## config.mk

```make
export PLATFORM = sky130hd
export DESIGN_NAME = matmul_prod_seq_flat
export DESIGN_NICKNAME = d
export VERILOG_FILES = /design/src/rtl/matmul_prod_seq_if.sv /design/src/rtl/matmul_prod_seq.sv /design/src/flat_wrapper.sv
export SDC_FILE = /design/constraint.sdc
export NUM_CORES = 2
export LEC_CHECK = 0
export CAP_MARGIN = 20
export CORE_MARGIN = 2
export CORE_UTILIZATION = 45
export CTS_CLUSTER_SIZE = 24
export DETAILED_ROUTE_END_ITERATION = 8
export DONT_BUFFER_PORTS = 1
export GPL_TIMING_DRIVEN = 0
export PLACE_DENSITY = 0.59
export SLEW_MARGIN = 20
export SYNTH_ARGS = -nofsm -noshare
export SYNTH_HDL_FRONTEND = slang
export SYNTH_SLANG_ARGS = --single-unit
```

## constraint.sdc

```tcl
create_clock -name clk -period 11 [get_ports clk]
set_clock_uncertainty 0.05 [all_clocks]
set_input_delay 2.2 -clock clk [delete_from_list [all_inputs] [get_ports clk]]
set_output_delay 2.2 -clock clk [all_outputs]
set_load 0.005 [all_outputs]
```

## src/rtl/matmul_prod_seq_if.sv

```systemverilog
// Operand-load, run-control and product-stream bundle of the matrix-multiplier product sequencer.
// The master drives loads and start; the slave (the sequencer) returns status and the product stream.
interface matmul_prod_seq_if #(
    parameter int AW = 1
);
    logic            load_we;
    logic            load_sel;
    logic [2*AW-1:0] load_addr;
    logic [31:0]     load_data;
    logic            start;
    logic            busy;
    logic            done;
    logic [31:0]     prod;
    logic            prod_valid;
    logic [AW-1:0]   row_idx;
    logic [AW-1:0]   col_idx;
    logic            sat;

    modport master (
        output load_we, load_sel, load_addr, load_data, start,
        input  busy, done, prod, prod_valid, row_idx, col_idx, sat
    );

    modport slave (
        input  load_we, load_sel, load_addr, load_data, start,
        output busy, done, prod, prod_valid, row_idx, col_idx, sat
    );
endinterface

```

## src/rtl/matmul_prod_seq.sv

```systemverilog
// Operand store and product sequencer: streams A[i][k]*B[k][j] (Q11.21, saturated) row-major,
// N products per C element, each group followed by one idle cycle for the downstream accumulator.
module matmul_prod_seq #(
    parameter int N  = 2,
    parameter int AW = $clog2(N)
) (
    input  logic             clk,
    input  logic             rst,
    matmul_prod_seq_if.slave bus
);
    localparam int            DEPTH = 1 << (2 * AW);
    localparam logic [AW-1:0] LAST  = AW'(N - 1);

    typedef enum logic [1:0] {IDLE, RUN, GAP, DONE} state_t;

    state_t        state_q;
    logic [31:0]   a_q [DEPTH];
    logic [31:0]   b_q [DEPTH];
    logic [AW-1:0] i_q, j_q, k_q;
    logic [AW-1:0] row_q, col_q;
    logic [31:0]   prod_q;
    logic          prod_valid_q, busy_q, done_q, sat_q;

    logic [31:0]   a_op, b_op;
    logic [42:0]   prod_hi;
    logic          sat_d;
    logic [31:0]   prod_d;

    // Bits [63:21] of the full Q22.42 product; the arithmetic shift truncates toward minus infinity.
    // NOTE: every always_comb output is assigned on every path, so no latch can be inferred.
    always_comb begin
        a_op    = a_q[{i_q, k_q}];
        b_op    = b_q[{k_q, j_q}];
        prod_hi = 43'(($signed({{32{a_op[31]}}, a_op}) * $signed({{32{b_op[31]}}, b_op})) >>> 21);
        sat_d   = (prod_hi[42:31] != {12{prod_hi[31]}});
        if (!sat_d)          prod_d = prod_hi[31:0];
        else if (prod_hi[42]) prod_d = 32'h8000_0000;
        else                 prod_d = 32'h7FFF_FFFF;
    end

    // NOTE: the operand arrays are reset explicitly because a cleared store is part of the reset state.
    always_ff @(posedge clk or negedge rst) begin
        if (!rst) begin
            for (int n = 0; n < DEPTH; n++) begin
                a_q[n] <= '0;
                b_q[n] <= '0;
            end
        end else if (bus.load_we && !busy_q) begin
            if (bus.load_sel) b_q[bus.load_addr] <= bus.load_data;
            else              a_q[bus.load_addr] <= bus.load_data;
        end
    end

    // NOTE: sequential state uses non-blocking assignments so every register samples pre-edge values.
    always_ff @(posedge clk or negedge rst) begin
        if (!rst) begin
            state_q      <= IDLE;
            i_q          <= '0;
            j_q          <= '0;
            k_q          <= '0;
            row_q        <= '0;
            col_q        <= '0;
            prod_q       <= '0;
            prod_valid_q <= 1'b0;
            busy_q       <= 1'b0;
            done_q       <= 1'b0;
            sat_q        <= 1'b0;
        end else begin
            case (state_q)
                IDLE: begin
                    if (bus.start) begin
                        state_q <= RUN;
                        i_q     <= '0;
                        j_q     <= '0;
                        k_q     <= '0;
                        sat_q   <= 1'b0;
                        busy_q  <= 1'b1;
                    end
                end
                RUN: begin
                    prod_q       <= prod_d;
                    prod_valid_q <= 1'b1;
                    row_q        <= i_q;
                    col_q        <= j_q;
                    if (sat_d) sat_q <= 1'b1;
                    if (k_q == LAST) state_q <= GAP;
                    else             k_q     <= k_q + AW'(1);
                end
                GAP: begin
                    // The accumulator clears during this cycle, so no product may be presented.
                    prod_valid_q <= 1'b0;
                    k_q          <= '0;
                    if (j_q != LAST) begin
                        j_q     <= j_q + AW'(1);
                        state_q <= RUN;
                    end else begin
                        j_q <= '0;
                        if (i_q == LAST) begin
                            state_q <= DONE;
                            done_q  <= 1'b1;
                        end else begin
                            i_q     <= i_q + AW'(1);
                            state_q <= RUN;
                        end
                    end
                end
                DONE: begin
                    done_q  <= 1'b0;
                    busy_q  <= 1'b0;
                    state_q <= IDLE;
                end
                default: state_q <= IDLE;
            endcase
        end
    end

    assign bus.busy       = busy_q;
    assign bus.done       = done_q;
    assign bus.prod       = prod_q;
    assign bus.prod_valid = prod_valid_q;
    assign bus.row_idx    = row_q;
    assign bus.col_idx    = col_q;
    assign bus.sat        = sat_q;
endmodule

```

## src/flat_wrapper.sv

```systemverilog
// flat-port wrapper written by rule: the top's interface ports become plain ports
module matmul_prod_seq_flat 
#(
    parameter int N  = 2,
    parameter int AW = $clog2(N)
)
  (clk, rst, bus_load_we, bus_load_sel, bus_load_addr, bus_load_data, bus_start, bus_busy, bus_done, bus_prod, bus_prod_valid, bus_row_idx, bus_col_idx, bus_sat);
  matmul_prod_seq_if #(.AW(AW)) bus_i ();
  input  logic clk;
  input  logic rst;
  input wire logic [$bits(bus_i.load_we)-1:0] bus_load_we;
  input wire logic [$bits(bus_i.load_sel)-1:0] bus_load_sel;
  input wire logic [$bits(bus_i.load_addr)-1:0] bus_load_addr;
  input wire logic [$bits(bus_i.load_data)-1:0] bus_load_data;
  input wire logic [$bits(bus_i.start)-1:0] bus_start;
  output wire logic [$bits(bus_i.busy)-1:0] bus_busy;
  output wire logic [$bits(bus_i.done)-1:0] bus_done;
  output wire logic [$bits(bus_i.prod)-1:0] bus_prod;
  output wire logic [$bits(bus_i.prod_valid)-1:0] bus_prod_valid;
  output wire logic [$bits(bus_i.row_idx)-1:0] bus_row_idx;
  output wire logic [$bits(bus_i.col_idx)-1:0] bus_col_idx;
  output wire logic [$bits(bus_i.sat)-1:0] bus_sat;
  assign bus_i.load_we = bus_load_we;
  assign bus_i.load_sel = bus_load_sel;
  assign bus_i.load_addr = bus_load_addr;
  assign bus_i.load_data = bus_load_data;
  assign bus_i.start = bus_start;
  assign bus_busy = bus_i.busy;
  assign bus_done = bus_i.done;
  assign bus_prod = bus_i.prod;
  assign bus_prod_valid = bus_i.prod_valid;
  assign bus_row_idx = bus_i.row_idx;
  assign bus_col_idx = bus_i.col_idx;
  assign bus_sat = bus_i.sat;
  matmul_prod_seq #(.N(N), .AW(AW)) u_core (.clk(clk), .rst(rst), .bus(bus_i));
endmodule
```

Word-level counts from Yosys, hierarchy flattened
Cells that the tools add are included.
{ "word_totals": {"register_bits": 299, "inputBits": 39, "output_inout_bits": 38, "elab_cells": 92} }
{ "op_classes": {"addsub": 3, "multipliers": 1, "n_lt_le_gt_ge": 4, "n_eq_ne": 9, "muxes": 33, "bitwise": 4, "reduce_logical": 19} }
{ "ops": {"columns": ["operator", "n"], "rows": [
  ["$bwmux W128", 2],
  ["$mux W32", 7],
  ["$bmux W32 S2", 2],
  ["$demux W32 S2", 1],
  ["$mul A32 B32 Y64", 1],
  ["$pmux W1 S2", 6],
  ["$reduce_and A2 Y1", 6],
  ["$ne A11 B11 Y1", 1],
  ["$reduce_bool A2 Y1", 5],
  ["$ge A3 B3 Y1 const B", 3],
  ["$mux W1", 9],
  ["$not A2 Y3", 3],
  ["$reduce_and A3 Y1", 3],
  ["$mux W2", 4],
  ["$ne A2 B1 Y1 const B", 4],
  ["$pmux W2 S4", 1],
  ["$eq A2 B2 Y1 const B", 2],
  ["$add A1 B1 Y1 const B", 3],
  ["$lt A3 B1 Y1 const B", 1],
  ["$pmux W1 S3", 1],
  ["$reduce_bool A3 Y1", 1],
  ["$eq A2 B1 Y1 const B", 1],
  ["$logic_and A1 B1 Y1", 2],
  ["$logic_not A2 Y1", 1],
  ["other kinds (3)", 3]
]} }

Longest topological paths before layout
{ "depth": {"depth_word": 8, "ltp_mapped": 38, "depth_no_buf": 32} }

Worst setup path before layout
No wires, ideal clock.
{ "synth_path": {"kind": "reg-to-reg", "from": "register u_core.j_q", "to": "register u_core.prod_q[23], in the netlist u_core.bus.prod[23]", "setup_time_ns": 0.144, "t_arrival_ns": 10.082, "required_ns": 10.806, "setup_slack_ns": 0.724, "path_stages_with_launch": 37, "n_path_buf": 6, "period_less_slack_ns": 10.276, "path_cell_list": "dfrtp_1 -> buf_2 -> buf_1 -> buf_1 -> mux2_2 -> o21a_1 -> clkbuf_1 -> nand2_1 -> inv_1 -> fa_1 -> fa_1 -> inv_1 -> fa_1 -> inv_1 -> fa_1 -> inv_1 -> fa_1 -> inv_1 -> fa_1 -> inv_1 -> fa_1 -> inv_1 -> fa_1 -> ha_1 -> buf_2 -> nand2_1 -> nor2_1 -> nand3_1 -> or4_1 -> o31ai_1 -> xnor2_1 -> nor4_2 -> o22a_1 -> nand4_2 -> o211ai_4 -> buf_6 -> o221ai_2"} }
{ "synth_via": {"elab_chain_cells": 7, "word_cells_on_any_way": 8, "classes_between": "mul (1); eq/ne (1); mux (5); bitwise (1)"} }
{ "synth_lines": {"columns": ["element", "line", "source"], "rows": [
  ["from (decl)", "matmul_prod_seq.sv:19", "logic [AW-1:0] i_q, j_q, k_q;"],
  ["from (signal assigned)", "matmul_prod_seq.sv:94", "j_q <= j_q + AW'(1);"],
  ["$not A2 Y3 (implied by the code) *", "matmul_prod_seq.sv:33", "b_op = b_q[{k_q, j_q}];"],
  ["$bmux W32 S2 *", "matmul_prod_seq.sv:33", null],
  ["$mux W32 (implied by the code) * (2 in series)", "matmul_prod_seq.sv:33", null],
  ["$mul A32 B32 Y64 *", "matmul_prod_seq.sv:34", "prod_hi = 43'(($signed({{32{a_op[31]}}, a_op}) * $signed({{32{b_op[31]}}, b_op})) >>> 21);"],
  ["$ne A11 B11 Y1 / $mux W32 (equally long branches)", "matmul_prod_seq.sv:35, matmul_prod_seq.sv:37", null],
  ["$mux W32 *", "matmul_prod_seq.sv:36", "if (!sat_d) prod_d = prod_hi[31:0];"],
  ["to (signal assigned)", "matmul_prod_seq.sv:81", "prod_q <= prod_d;"],
  ["to (decl)", "matmul_prod_seq.sv:21", "logic [31:0] prod_q;"]
]} }
Every way passes the cells marked *; elsewhere a longest branch is shown, timed or not. The select of a mux whose other input is x is not followed.
A chain may end at the register's enable or synchronous reset.

Worst setup path after layout
{ "layout_path": {"from": "register u_core.k_q", "to": "register u_core.prod_q[28], in the netlist u_core.bus.prod[28]"} }
{ "layout_via": {"elab_chain_cells": 7, "word_cells_on_any_way": 12, "classes_between": "mul (1); eq/ne (1); mux (8); bitwise (2)"} }
{ "layout_lines": {"columns": ["element", "line", "source"], "rows": [
  ["from (decl)", "matmul_prod_seq.sv:19", null],
  ["from (signal assigned)", "matmul_prod_seq.sv:87", "else k_q <= k_q + AW'(1);"],
  ["$not A2 Y3 (on tied branches)", "matmul_prod_seq.sv:32, matmul_prod_seq.sv:33", null],
  ["$bmux W32 S2 (on tied branches)", "matmul_prod_seq.sv:32, matmul_prod_seq.sv:33", null],
  ["$mux W32 (on tied branches) (2 in series)", "matmul_prod_seq.sv:32, matmul_prod_seq.sv:33", null],
  ["$mul A32 B32 Y64 *", "matmul_prod_seq.sv:34", null],
  ["$ne A11 B11 Y1 / $mux W32 (equally long branches)", "matmul_prod_seq.sv:35, matmul_prod_seq.sv:37", null],
  ["$mux W32 *", "matmul_prod_seq.sv:36", null]
]} }
Marked as above.

==> results list <==
* Sum of net half-perimeters after detailed placement: 141000 µm
- Element type at the critical path start: flop
- After the first detailed-routing iteration, the DRC count stood at 3243.
- The share of the Yosys chip area taken by registers is 0.153.
- The startpoint identified for the worst register-to-register timing path is u_core.k_q.
- Top-level port count: 77
* Deepest level of the CTS H-tree: 2
* Number of synthesized register bits: roughly 300
- For this run, asynchronously set or reset flops after synthesis account for 1.00.
* Fill count: 10265
* Number of port buffers: 0
- Data on the critical path is required at its endpoint by 11.36 ns.
- Wire length of the first global-routing pass: about 260000 µm
- For the worst setup path, the data arrival time is roughly 11 ns.
* Critical Setup Path Class: reg2reg
- The commonest cells after synthesis are fa_1 (1081), inv_1 (966), nand2_1 (647).
- R2R depth: 34
* Width of the chip: around 330 µm
- Delay of the slowest cell on the worst path: around 0.55 ns
* Cell at the root of the clock tree: clkbuf_16
* CTS tree: done
- At the later pin of the worst-skew pair, clock insertion delay measures 0.58 ns.
- Clock-pin slew on the worst setup and hold paths: roughly 0.070 ns
- After floorplanning, the core was divided into between 100 and 150 placement rows.
- Residual DRC: 0
* Starting density of the core: 0.455
* Post-synthesis instance area: roughly 49000 µm²
* Library cell with the highest instance count after synthesis: fa_1
- The number of different library cells used by synthesis comes to 71.
- Final number of max-transition violations: 0
* Post-layout min period: 10.74 ns
- The critical path ends at u_core.bus.prod[28].
- All-layer global routing usage: 0.318
* Max Buffers Root-to-Sink: 3
* Critical Path End Type: flop
- Count of final hold-check violations: 0
- The congestion estimate from routability-driven global placement came to 1.04.
- In the synthesized netlist, the number of instances is ~5000.
- The critical path runs through a total of 34 cells.
- Buffering stage count on the worst path with inverters included: 11
- Fraction of layout instances using a drive strength above 1: 0.142
- The floorplan step set the die height to around 330 µm.
* Outcome: complete, no violations
- The cell that appears most often on the critical path is fa_1.
- Post-detailed-route via-to-cell ratio: around 5.7
- Via count: about 36000
* Post-synthesis net count: just over 6000
- Summed over all layers, the routed wires come to around 170000 µm.
* Final nets: 6238
* Yosys warnings: 0
- The worst register-to-register path ends at u_core.bus.prod[28].
- Area share of the largest cell type after synthesis: 0.442
- The worst pin sits at a relative slew slack of 0.255.
- Largest cells by area after synthesis: fa_1 (44%), dfrtp_1 (15%), inv_1 (7.4%)
* Area used by multi-input combinational logic: ~37000 µm²
* Start point of the critical path: u_core.k_q
- FF/Latch Area: ~7500 µm²
- For the pin with the worst max-slew slack, the measured transition is ~1.1 ns.
- Buffers inserted to repair hold after CTS numbered 0.
- Dividing the detail-routed wire length by the instance count gives 26.8 µm.
* Hold WC Path Type: reg2reg
* Post-synth top area cell: fa_1
- Compared with the post-synthesis result, the final layout area differs by 8.17%.
- Overall die area: approximately 110000 µm²
* Antenna violations before repair: 8
* Max Cap Violations: 0
* Placement Cell Area: around 51000 µm²
- Core area: between 100000 and 150000 µm²
* Maximum number of pins on one net before global-route repair: 300
- Clock tree synthesis inserted a total of 34 buffers.
- Yosys mapped a number of flops with a built-in enable equal to 0.
* Clock sink count: 299
* First-pass iteration count of the detailed router: 5
- Post-route fraction of the period consumed by the critical path: 0.976
- Worst-path maximum fanout: 10
- Among all flip-flop cells after synthesis, the most frequent one is dfrtp_1.
* Cell family with the largest share of critical-path delay: adder cells
- Once detail routing completed, the nets flagged for antenna violations numbered 0.
* Maximum clock rate: around 93 MHz
* Critical-path cell with the highest stage delay: fa_1
* Final count of negative-setup-slack endpoints: 0
* Register-to-register setup slack: between 0.2 and 0.3 ns
- Vias in the first global route: between 30000 and 40000
- The total overflow left after global routing is 0.
* Average cell area after synthesis: between 10 and 15 µm²
- Final design area excluding fillers: between 50000 and 60000 µm²
layout by cell type (no fill, tap or decap), drive strengths merged, types with 4 or more instances in the layout:
cell       n
fa      1081
inv      968
nand2    647
nor2     455
mux2     310
dfrtp    299
clkbuf   231
ha       184
o21ai     99
buf       92
and2      81
a21oi     64
mux2i     58
o21a      50
xnor2     40
nand2b    33
nand4     28
o211ai    23
mux4      18
a21o      17
xor2      17
o221ai    17
nand3     17
nor3      13
nor2b      9
a211oi     9
clkinv     8
nor4       7
o21bai     6
and3       6
a21boi     6
o31ai      6
a31oi      5
or2        4
nand3b     4
logic make-up after synthesis:
family	after synthesis	share of synthesized area
compound gates	328	0.0473
buf+inv	1225	0.0951
simple gates	1318	0.113
xor+xnor	57	0.0110
mux	386	0.0915
fa+ha+maj	1265	0.490
flops	299	0.153
worst min-delay path by stage:
stage,start,slack [ns],endpoint,cells past startpoint
after global routing,u_core.a_q[125],0.46,u_core.a_q[125],1
after floorplan,u_core.bus.done,0.42,u_core.bus.done,2
after detailed placement,u_core.a_q[79],0.44,u_core.a_q[79],1
after global placement,u_core.a_q[91],0.43,u_core.a_q[91],1
final,u_core.a_q[87],0.45,u_core.a_q[87],1
after CTS,u_core.a_q[87],0.45,u_core.a_q[87],1
per-stage QoR:
step / hold slack [ns] / utilization / std cells / setup TNS [ns] / setup WS (ns)
finish: 0.450 / 0.492 / 6362 / 0 / 0.263
global route: 0.459 / 0.492 / 6361 / -0.128 / -0.0295
CTS: 0.450 / 0.489 / 6355 / 0 / 0.00690
detailed placement: 0.437 / 0.474 / 6300 / -86.96 / -2.73
global placement: 0.431 / 0.471 / 6281 / -94.26 / -3.69
floorplan: 0.420 / - / 4878 / 0 / 0.724
final cells by class:
| type | instances | share of cell area |
|---|---|---|
| antenna | 1 | 0.0000473 |
| buffer | 241 | 0.0241 |
| clock buffer | 46 | 0.0186 |
| clock inverter | 14 | 0.00322 |
| inverter | 966 | 0.0686 |
| multi-input combinational | 3354 | 0.704 |
| sequential | 299 | 0.141 |
| tap | 1403 | 0.0332 |
| timing repair buffer | 38 | 0.00662 |
worst reg2reg max path, delay by kind of cell, from the launching register on:
kind,cells,cell delay (ns)
adders and majority gates,9,4.26
DFF,1,0.34
and+or+nand+nor,6,1.42
xor gates and xnor gates,1,0.15
buffers and inverters,11,2.32
AOI/OAI and AO/OA,7,2.00
repair_timing:
item	4_1_cts	5_1_grt
pin swaps	3	8
hold endpoints to repair	0	0
buffers inserted	7	12
setup endpoints to repair	33	32
resized for setup	178	195
flip-flops by register name (all words and copies together) (netlist names), 2 cells and up:
signal / flops
u_core.a_q: 128
u_core.b_q: 128
u_core.bus.prod: 32
u_core.state_q: 2
per-layer routing:
layer | wire length [µm] | vias up | GRT usage
met2 | 76700 | 1606 | 0.496
met3 | 16400 | 437 | 0.0744
li1 | - | 14862 | -
met1 | 65200 | 19071 | 0.408
met5 | 31 | - | 0
met4 | 12200 | 4 | 0.180
Power is not shown: default switching activity piles up to over one toggle a cycle in this logic, so the estimate is an artifact.
